File: src/rtl/quadric_root_collector.sv
// Root-pair FIFO between the quadric intersector and downstream shading; optional drop statistics via QUADRIC_COLLECTOR_STATS_EN.
// Latency: a pushed pair is visible at the outputs one cycle after the push edge; pops advance the head on the next cycle.
// Backpressure: stall is an almost-full advisory (count >= DEPTH-1); pushes into a full FIFO without a same-cycle pop are dropped and flagged.
module quadric_root_collector #(
    parameter int DEPTH = 4,
    parameter int W     = 65
) (
    input  logic                         clk,
    input  logic                         reset,
    input  logic                         in_ready,
    input  logic [W-1:0]                 in_left_root,
    input  logic [W-1:0]                 in_right_root,
    input  logic                         flush,
    output logic                         stall,
    output logic                         out_valid,
    input  logic                         out_ready,
    output logic [W-1:0]                 out_left_root,
    output logic [W-1:0]                 out_right_root,
    output logic [$clog2(DEPTH+1)-1:0]   count,
    output logic                         overflow,
    output logic [15:0]                  drop_count
);

    localparam int CW = $clog2(DEPTH + 1);
    localparam int PW = $clog2(DEPTH);
    localparam logic [CW-1:0] FULL_CNT  = CW'(DEPTH);
    localparam logic [CW-1:0] STALL_CNT = CW'(DEPTH - 1);

    typedef enum logic [1:0] {EMPTY, ACTIVE, FULL} state_e;

    state_e            state_q, state_d;
    logic [CW-1:0]     count_q, count_d;
    logic [PW-1:0]     wr_ptr_q, wr_ptr_d;
    logic [PW-1:0]     rd_ptr_q, rd_ptr_d;
    logic              overflow_q, overflow_d;
    logic [2*W-1:0]    mem_q [DEPTH];
    logic [2*W-1:0]    head;
    logic              is_full;
    logic              push_acc;
    logic              pop;
    logic              drop;

    // Push/pop qualification; flush overrides both and a flushed push is not a drop
    always_comb begin
        pop      = out_valid && out_ready && !flush;
        push_acc = in_ready && !flush && (!is_full || pop);
        drop     = in_ready && !flush && is_full && !pop;
    end

    // Next-state for counters, pointers and the sticky overflow flag
    always_comb begin
        count_d    = count_q;
        wr_ptr_d   = wr_ptr_q;
        rd_ptr_d   = rd_ptr_q;
        overflow_d = overflow_q || drop;
        if (flush) begin
            count_d    = '0;
            wr_ptr_d   = '0;
            rd_ptr_d   = '0;
            overflow_d = 1'b0;
        end else begin
            if (push_acc) wr_ptr_d = wr_ptr_q + PW'(1);
            if (pop)      rd_ptr_d = rd_ptr_q + PW'(1);
            if (push_acc && !pop)      count_d = count_q + CW'(1);
            else if (pop && !push_acc) count_d = count_q - CW'(1);
        end
    end

    // Control state registers
    always_ff @(posedge clk or negedge reset) begin
        if (!reset) begin
            state_q    <= EMPTY;
            count_q    <= '0;
            wr_ptr_q   <= '0;
            rd_ptr_q   <= '0;
            overflow_q <= 1'b0;
        end else begin
            state_q    <= state_d;
            count_q    <= count_d;
            wr_ptr_q   <= wr_ptr_d;
            rd_ptr_q   <= rd_ptr_d;
            overflow_q <= overflow_d;
        end
    end

    // FSM next state simply tracks the post-update occupancy
    always_comb begin
        state_d = ACTIVE;
        if (count_d == '0)          state_d = EMPTY;
        else if (count_d == FULL_CNT) state_d = FULL;
    end

    // FSM outputs; roots are forced to zero while empty so reset shows all-zero outputs
    always_comb begin
        out_valid      = (state_q != EMPTY);
        is_full        = (state_q == FULL);
        stall          = (count_q >= STALL_CNT);
        head           = mem_q[rd_ptr_q];
        out_left_root  = out_valid ? head[2*W-1:W] : '0;
        out_right_root = out_valid ? head[W-1:0]   : '0;
        count          = count_q;
        overflow       = overflow_q;
    end

    // Data storage needs no reset: entries are only observable while valid
    always_ff @(posedge clk) begin
        if (push_acc) mem_q[wr_ptr_q] <= {in_left_root, in_right_root};
    end

`ifdef QUADRIC_COLLECTOR_STATS_EN
    logic [15:0] drop_q, drop_d;

    // Saturating drop counter, cleared by flush
    always_comb begin
        drop_d = drop_q;
        if (flush)                          drop_d = '0;
        else if (drop && drop_q != 16'hFFFF) drop_d = drop_q + 16'd1;
    end

    // Drop counter register
    always_ff @(posedge clk or negedge reset) begin
        if (!reset) drop_q <= '0;
        else        drop_q <= drop_d;
    end

    assign drop_count = drop_q;
`else
    assign drop_count = 16'h0000;
`endif

endmodule
File: config.mk
export PLATFORM = sky130hd
export DESIGN_NAME = quadric_root_collector
export DESIGN_NICKNAME = d
export VERILOG_FILES = /design/src/rtl/quadric_root_collector.sv
export SDC_FILE = /design/constraint.sdc
export NUM_CORES = 1
export LEC_CHECK = 0
export ABC_AREA = 1
export CORE_MARGIN = 10
export CORE_UTILIZATION = 25
export DETAILED_ROUTE_END_ITERATION = 16
export GPL_ROUTABILITY_DRIVEN = 0
export PLACE_DENSITY = 0.53
export SKIP_CTS_REPAIR_TIMING = 1
export SYNTH_ARGS = -nofsm -noshare
export SYNTH_HDL_FRONTEND = slang
export SYNTH_SLANG_ARGS = --single-unit
File: constraint.sdc
create_clock -name clk -period 9.45 [get_ports clk]
set_input_delay 1.89 -clock clk [delete_from_list [all_inputs] [get_ports clk]]
set_output_delay 1.89 -clock clk [all_outputs]
set_load 0.005 [all_outputs]
==> reports/results.ini, run 1 <==
[run_status]
status=finished clean

[yosys]
yosysTopAreaCellShare=0.749
syn_area_um2=20800
synthTopCellsByArea=edfxtp_1 75%, nor2_1 9.6%, o21ai_1 4.3%
synth.distinct_cells=21
yosysMostFrequentCell=nor2_1
yosysTopAreaCell=edfxtp_1
syn_area_per_cell_um2=12.8
yosysSeqAreaShare=0.761
yosys-top-cells-count=532 x nor2_1, 520 x edfxtp_1, 178 x o21ai_1
synth_ff_type=edfxtp_1
async_reset_ff_frac=0.0189
ys_warn_count=0
synth-edff-count=520
netlist_instances=1634
ys_seq_elements=530

[cts]
cts_made_buffers=57
cts_max_level=2
cts_root_buffer=clkbuf_16
worstSkewPairLatency_ns=0.59
clkSlewWorstSetupHoldPaths_ns=0.06
cts_tree=done
clockBufferDepth=3
cts.sinks=530

[worst_setup_path]
critPathMaxFanout=83
cp_num_buf_inv=3
crit_family=buffers and inverters
crit_required_ns=7.56
slowest_stage=buf_4
path_class=flop to output port
start_kind=flop
crit_path_end_kind=output port
rr_startpoint=state_q[1]
crit_chain=buf_4, buf_4, nor2_1, nor2_1, o21ai_1, a21oi_1, clkdlybuf4s50_1
cp.arrival_ns=4.24
crit_path_start=rd_ptr_q[0]
cp_slowest_stage_delay_ns=0.82

[die]
initial_core_util=0.253
die_w_um=309
ios=287
die-area_um2=95300
core_um2=82400
core.rowCount=105
die_height_um=309

[cells_and_area]
area_growth_pct=25.8
fillers=8106
fin_util=0.318
nNetsFinal=2025
drive_gt1_frac=0.0555

[grt]
track_usage=0.114
grt_overflow=0
grt_max_degree=132
antenna_found_initial=8
grt_pass1_wl_mm=83.3
grt_pass1_vias=13398

[timing]
fin_crit_sh=0.649
finalSetupViolCount=0
fin_hold_ws_ns=0.496
setup_tns_ns=0
drv_slew=0
skew_ns=0.0127
max_freq_mhz=163
period_minus_slack_ns=6.13
worst_pin_slew_ns=1.13
rsz0062_at_grt=false
slew_headroom=0.245
finalHoldViolations=0

[placement]
dpl.hpwl_mm=32.5
portBuffers=270

[power_and_ir_drop]
swShare=0.246
clockPowerShare=0.374
power_uw=5560
p_leak_uw=0.00863
p_int_uw=4190
p_seq_frac=0.485
vdd_drop_max_v=0.000118
pwr_density_cell_nw_per_um2=212
p_sw_uw=1370
p_comb_frac=0.141

[hold_path]
hp-start=overflow
hp-class=flop to flop

[routing]
avgRoutedWirePerCell_um=18.8
drt-vias-per-instance=4.41
drtIter0Drc=718
ant_nets=0
drc=0
routed_wl_mm=56.3
firstDrtPassIters=5
num_vias=13239

[flow_run]
maxCapViolations=0

==> sequential cells by signal, indices dropped and copies added, names as in the netlist <==
| signal | flops |
|---|---|
| wr_ptr_q | 2 |
| rd_ptr_q | 2 |
| count | 3 |
| mem_q | 520 |
| state_q | 2 |
| overflow | 1 |
==> layer usage <==
metal,vias up,part of all wire,track usage
li1,6259,-,-
met4,16,0.021,0.0311
met5,-,0.0017,0
met1,6502,0.42,0.142
met3,95,0.070,0.0312
met2,367,0.48,0.193
==> power by group through the flow <==
stage / clock network, µW / logic, µW / registers, µW
2_1_floorplan: 0 / 371 / 2750
3_3_place_gp: 0 / 798 / 2750
3_5_place_dp: 0 / 804 / 2750
4_1_cts: 2150 / 810 / 2700
5_1_grt: 2250 / 869 / 2700
6_report: 2080 / 784 / 2700
==> through the flow <==
step,instance area [µm²],worst slack (ns),std cells
detailed placement,24500,3.92,2894
floorplan,20900,1.09,1649
global route,26200,3.07,2998
CTS,26200,3.27,2998
global placement,24500,3.91,2894
finish,26200,3.32,2999
==> cell usage in the layout (no fill, tap or decap) <==
cell type / instances
a21oi_1: 131
buf_12: 1
buf_4: 21
bufinv_16: 1
clkbuf_1: 17
clkbuf_16: 59
clkbuf_8: 3
clkdlybuf4s50_1: 270
clkinv_1: 12
clkinv_2: 4
clkinv_4: 3
clkinvlp_4: 2
conb_1: 16
dfrtp_1: 8
dfrtp_4: 2
diode_2: 1
edfxtp_1: 520
ha_1: 7
inv_1: 21
inv_4: 1
inv_6: 3
inv_8: 1
nand2_1: 13
nand3_1: 10
nand3_2: 1
nand4_1: 3
nor2_1: 527
nor2_4: 5
o21ai_0: 87
o21ai_1: 178
o31ai_1: 1
==> final cells by class <==
type,instances,area (µm²),area share
Clock inverter,25,163,0.00620
Antenna cell,1,2.50,0.0000954
Inverter,23,96.3,0.00367
Sequential cell,530,15900,0.605
Clock buffer,79,1580,0.0603
Timing Repair Buffer,292,2880,0.110
Tap cell,1070,1340,0.0510
Multi-Input combinational cell,979,4300,0.164
==> cells by family after synthesis <==
kind of cell / Yosys count / share of synthesized area
AO/OA/AOI/OAI: 397 / 0.0954
adder cells (fa/ha/maj): 7 / 0.00420
buffers and inverters: 140 / 0.0372
flip-flops: 530 / 0.761
other: 1 / 0.000180
AND/OR/NAND/NOR: 559 / 0.102
==> worst register-to-register path: stages, from the launching register on <==
cell     delay, ns
dfrtp_1       0.43
inv_1         0.07
nand2_1       0.12
nand3_1       0.14
nand3_1       0.16
nand2_1       0.29
nor2_4        0.93
buf_4         0.81
==> worst paths after layout <==
kind	depth (start not counted)	endpoint	slack [ns]
hold / removal	2	overflow	0.50
hold reg to reg	2	overflow	0.50
setup / recovery	7	out_left_root[32]	3.32
setup reg to reg	7	mem_q[1][30]	6.03
min in group asynchronous	1	count[0]	1.63
max in group asynchronous	1	rd_ptr_q[1]	7.44
No activity file was read; power rests on OpenSTA's default activity.
==> inputs of run 2 (changes only) <==
==> constraint.sdc (replaced) <==
create_clock -name clk -period 6.3 [get_ports clk]
set_input_delay 1.26 -clock clk [delete_from_list [all_inputs] [get_ports clk]]
set_output_delay 1.26 -clock clk [all_outputs]
set_load 0.005 [all_outputs]
==> run 2 against run 1 <==
Against the previous run: count of clock-buffer cells in the layout decreased by 7; clock power rose by 72%; sequential share of layout area fell by 0.80 points; cell count hardly changed; power up 58%; die area stayed put; critical path depth fell by 1; hold slack got worse by 0.0045 ns; wire length fell by 0.55%; clock skew is essentially flat; highest routed layer unchanged.
==> reports/results.ini, run 2 (synthesis gave the netlist of run 1 again) <==
[run_status]
status=finished clean

[routing]
num_vias=13241  ; +0.015%
ant_nets=0  ; unchanged
firstDrtPassIters=5  ; unchanged
drc=0  ; unchanged
drt-vias-per-instance=4.42  ; about the same
drtIter0Drc=741  ; +3.2%
avgRoutedWirePerCell_um=18.7  ; -0.48%
routed_wl_mm=56.0  ; -0.55%

[worst_setup_path]
cp_num_buf_inv=2  ; -1
cp_slowest_stage_delay_ns=0.90  ; +0.08 ns
slowest_stage=dfrtp_4
critPathMaxFanout=200  ; +140%
crit_path_end_kind=output port
cp_common_cell=nor2_1
crit_required_ns=5.04  ; -2.52 ns
path_depth=6  ; -1
crit_family=buffers and inverters
start_kind=flop
crit_chain=buf_12, nor2_1, nor2_1, o21ai_0, a21oi_1, clkdlybuf4s50_1
r2r_cells=7  ; unchanged
cp.arrival_ns=3.71  ; -0.53 ns
path_class=flop to output port

[timing]
fin_hold_ws_ns=0.492  ; -0.00446 ns
finalSetupViolCount=0  ; unchanged
period_minus_slack_ns=4.97
drv_slew=0  ; unchanged
slew_headroom=0.0602  ; -0.185
worst_pin_slew_ns=1.41  ; +0.279 ns
finalHoldViolations=0  ; unchanged
skew_ns=0.0132  ; +0.000468 ns
max_freq_mhz=201
rsz0062_at_grt=false
fin_crit_sh=0.788

[die]
ios=287  ; unchanged
core.rowCount=105  ; unchanged
die-area_um2=95300  ; unchanged
die_w_um=309  ; unchanged
core_um2=82400  ; unchanged
die_height_um=309  ; unchanged
initial_core_util=0.253  ; unchanged

[cts]
clkSlewWorstSetupHoldPaths_ns=0.06  ; about the same
clockBufferDepth=3  ; unchanged
cts_max_level=2  ; unchanged
cts_made_buffers=60  ; +5.3%
cts.sinks=530  ; unchanged
cts_tree=done
worstSkewPairLatency_ns=0.59  ; about the same
cts_root_buffer=clkbuf_16

[cells_and_area]
largest_reg_flops=520  ; unchanged
nNetsFinal=2023  ; -0.099%
area_growth_pct=27.5
layout_common_cells=527 x nor2_1, 520 x edfxtp_1, 270 x clkdlybuf4s50_1
fin_util=0.323  ; +0.00428
design_area_um2=26600  ; +1.3%
antenna_cells=0  ; -1
layout_commonest_cell=nor2_1
largest_register=mem_q
drive_gt1_frac=0.0618  ; +0.00626

[power_and_ir_drop]
p_leak_uw=0.00879  ; +1.8%
vdd_drop_max_v=0.000193  ; +65%
pwr_density_cell_nw_per_um2=331  ; +56%

[flow_run]
maxCapViolations=0  ; unchanged

[hold_path]
hp-class=flop to flop
whs_path_depth=2  ; unchanged

[grt]
grt_max_degree=201  ; +52%
grt_overflow=0  ; unchanged
grt_pass1_wl_mm=83.7  ; +0.44%
antenna_found_initial=5  ; -3
grt_pass1_vias=13733  ; +2.5%
track_usage=0.114  ; about the same

[placement]
place_area_um2=24500  ; +0.26%
dpl.hpwl_mm=31.6  ; -2.9%
portBuffers=270  ; unchanged

## run 2: changes by cell type in the layout (fill, tap and decap cells not counted), sizes merged
cell and change:
clkinvlp -1, bufinv +9, inv -3, clkinv +6
clkbuf -7, diode -1, buf -5
## run 2: per-layer routing
layer	global-route usage	wire [µm]
met5	0	73
met2	0.197	27400
met4	0.0289	1090
met3	0.0306	3810
met1	0.139	23600
## run 2: power by group
part | leakage (µW) | switching, µW | internal, µW
Combinational | 0.00293 | 663 | 499
Clock | 0.00101 | 1360 | 2210
Sequential | 0.00485 | 52.8 | 4010
## run 2: path summary, 6_finish.rpt
| path | slack [ns] | startpoint | end |
|---|---|---|---|
| worst max register to register | 3.44 | state_q[1] | mem_q[3][29] |
| min in group asynchronous | 1.04 | reset | count[2] |
| max in group asynchronous | 4.82 | reset | rd_ptr_q[1] |
| worst max-delay path | 1.33 | rd_ptr_q[0] | out_left_root[26] |
| worst min-delay path | 0.49 | overflow | overflow |
| worst min register to register | 0.49 | overflow | overflow |
## run 2: worst reg2reg max path, cell delays in order (launching register included)
cell and delay [ns]:
dfrtp_1 0.42, inv_1 0.07, nand2_1 0.13, nand3_1 0.14, nand3_1 0.19, nand2_1 0.30, nor2_4 0.63, buf_12 0.39
## run 2: final cells by class
type                       count  area [µm²]
clock inverter                36         429
sequential                   530       15900
timing repair buffer         287        2940
tap                         1070        1340
fill                        8058       55800
inverter                      23        96.3
clock buffer                  72        1610
multi-input combinational    979        4300
## run 2: stage by stage
step                TNS (ns)  total power (µW)  cells  setup WS (ns)
floorplan            -745.09              4690   1649          -1.43
global placement           0              5310   2889           1.82
detailed placement         0              5330   2889           1.79
CTS                        0              8950   2997           1.11
global route               0              9200   2997          0.956
finish                     0              8790   2997           1.33
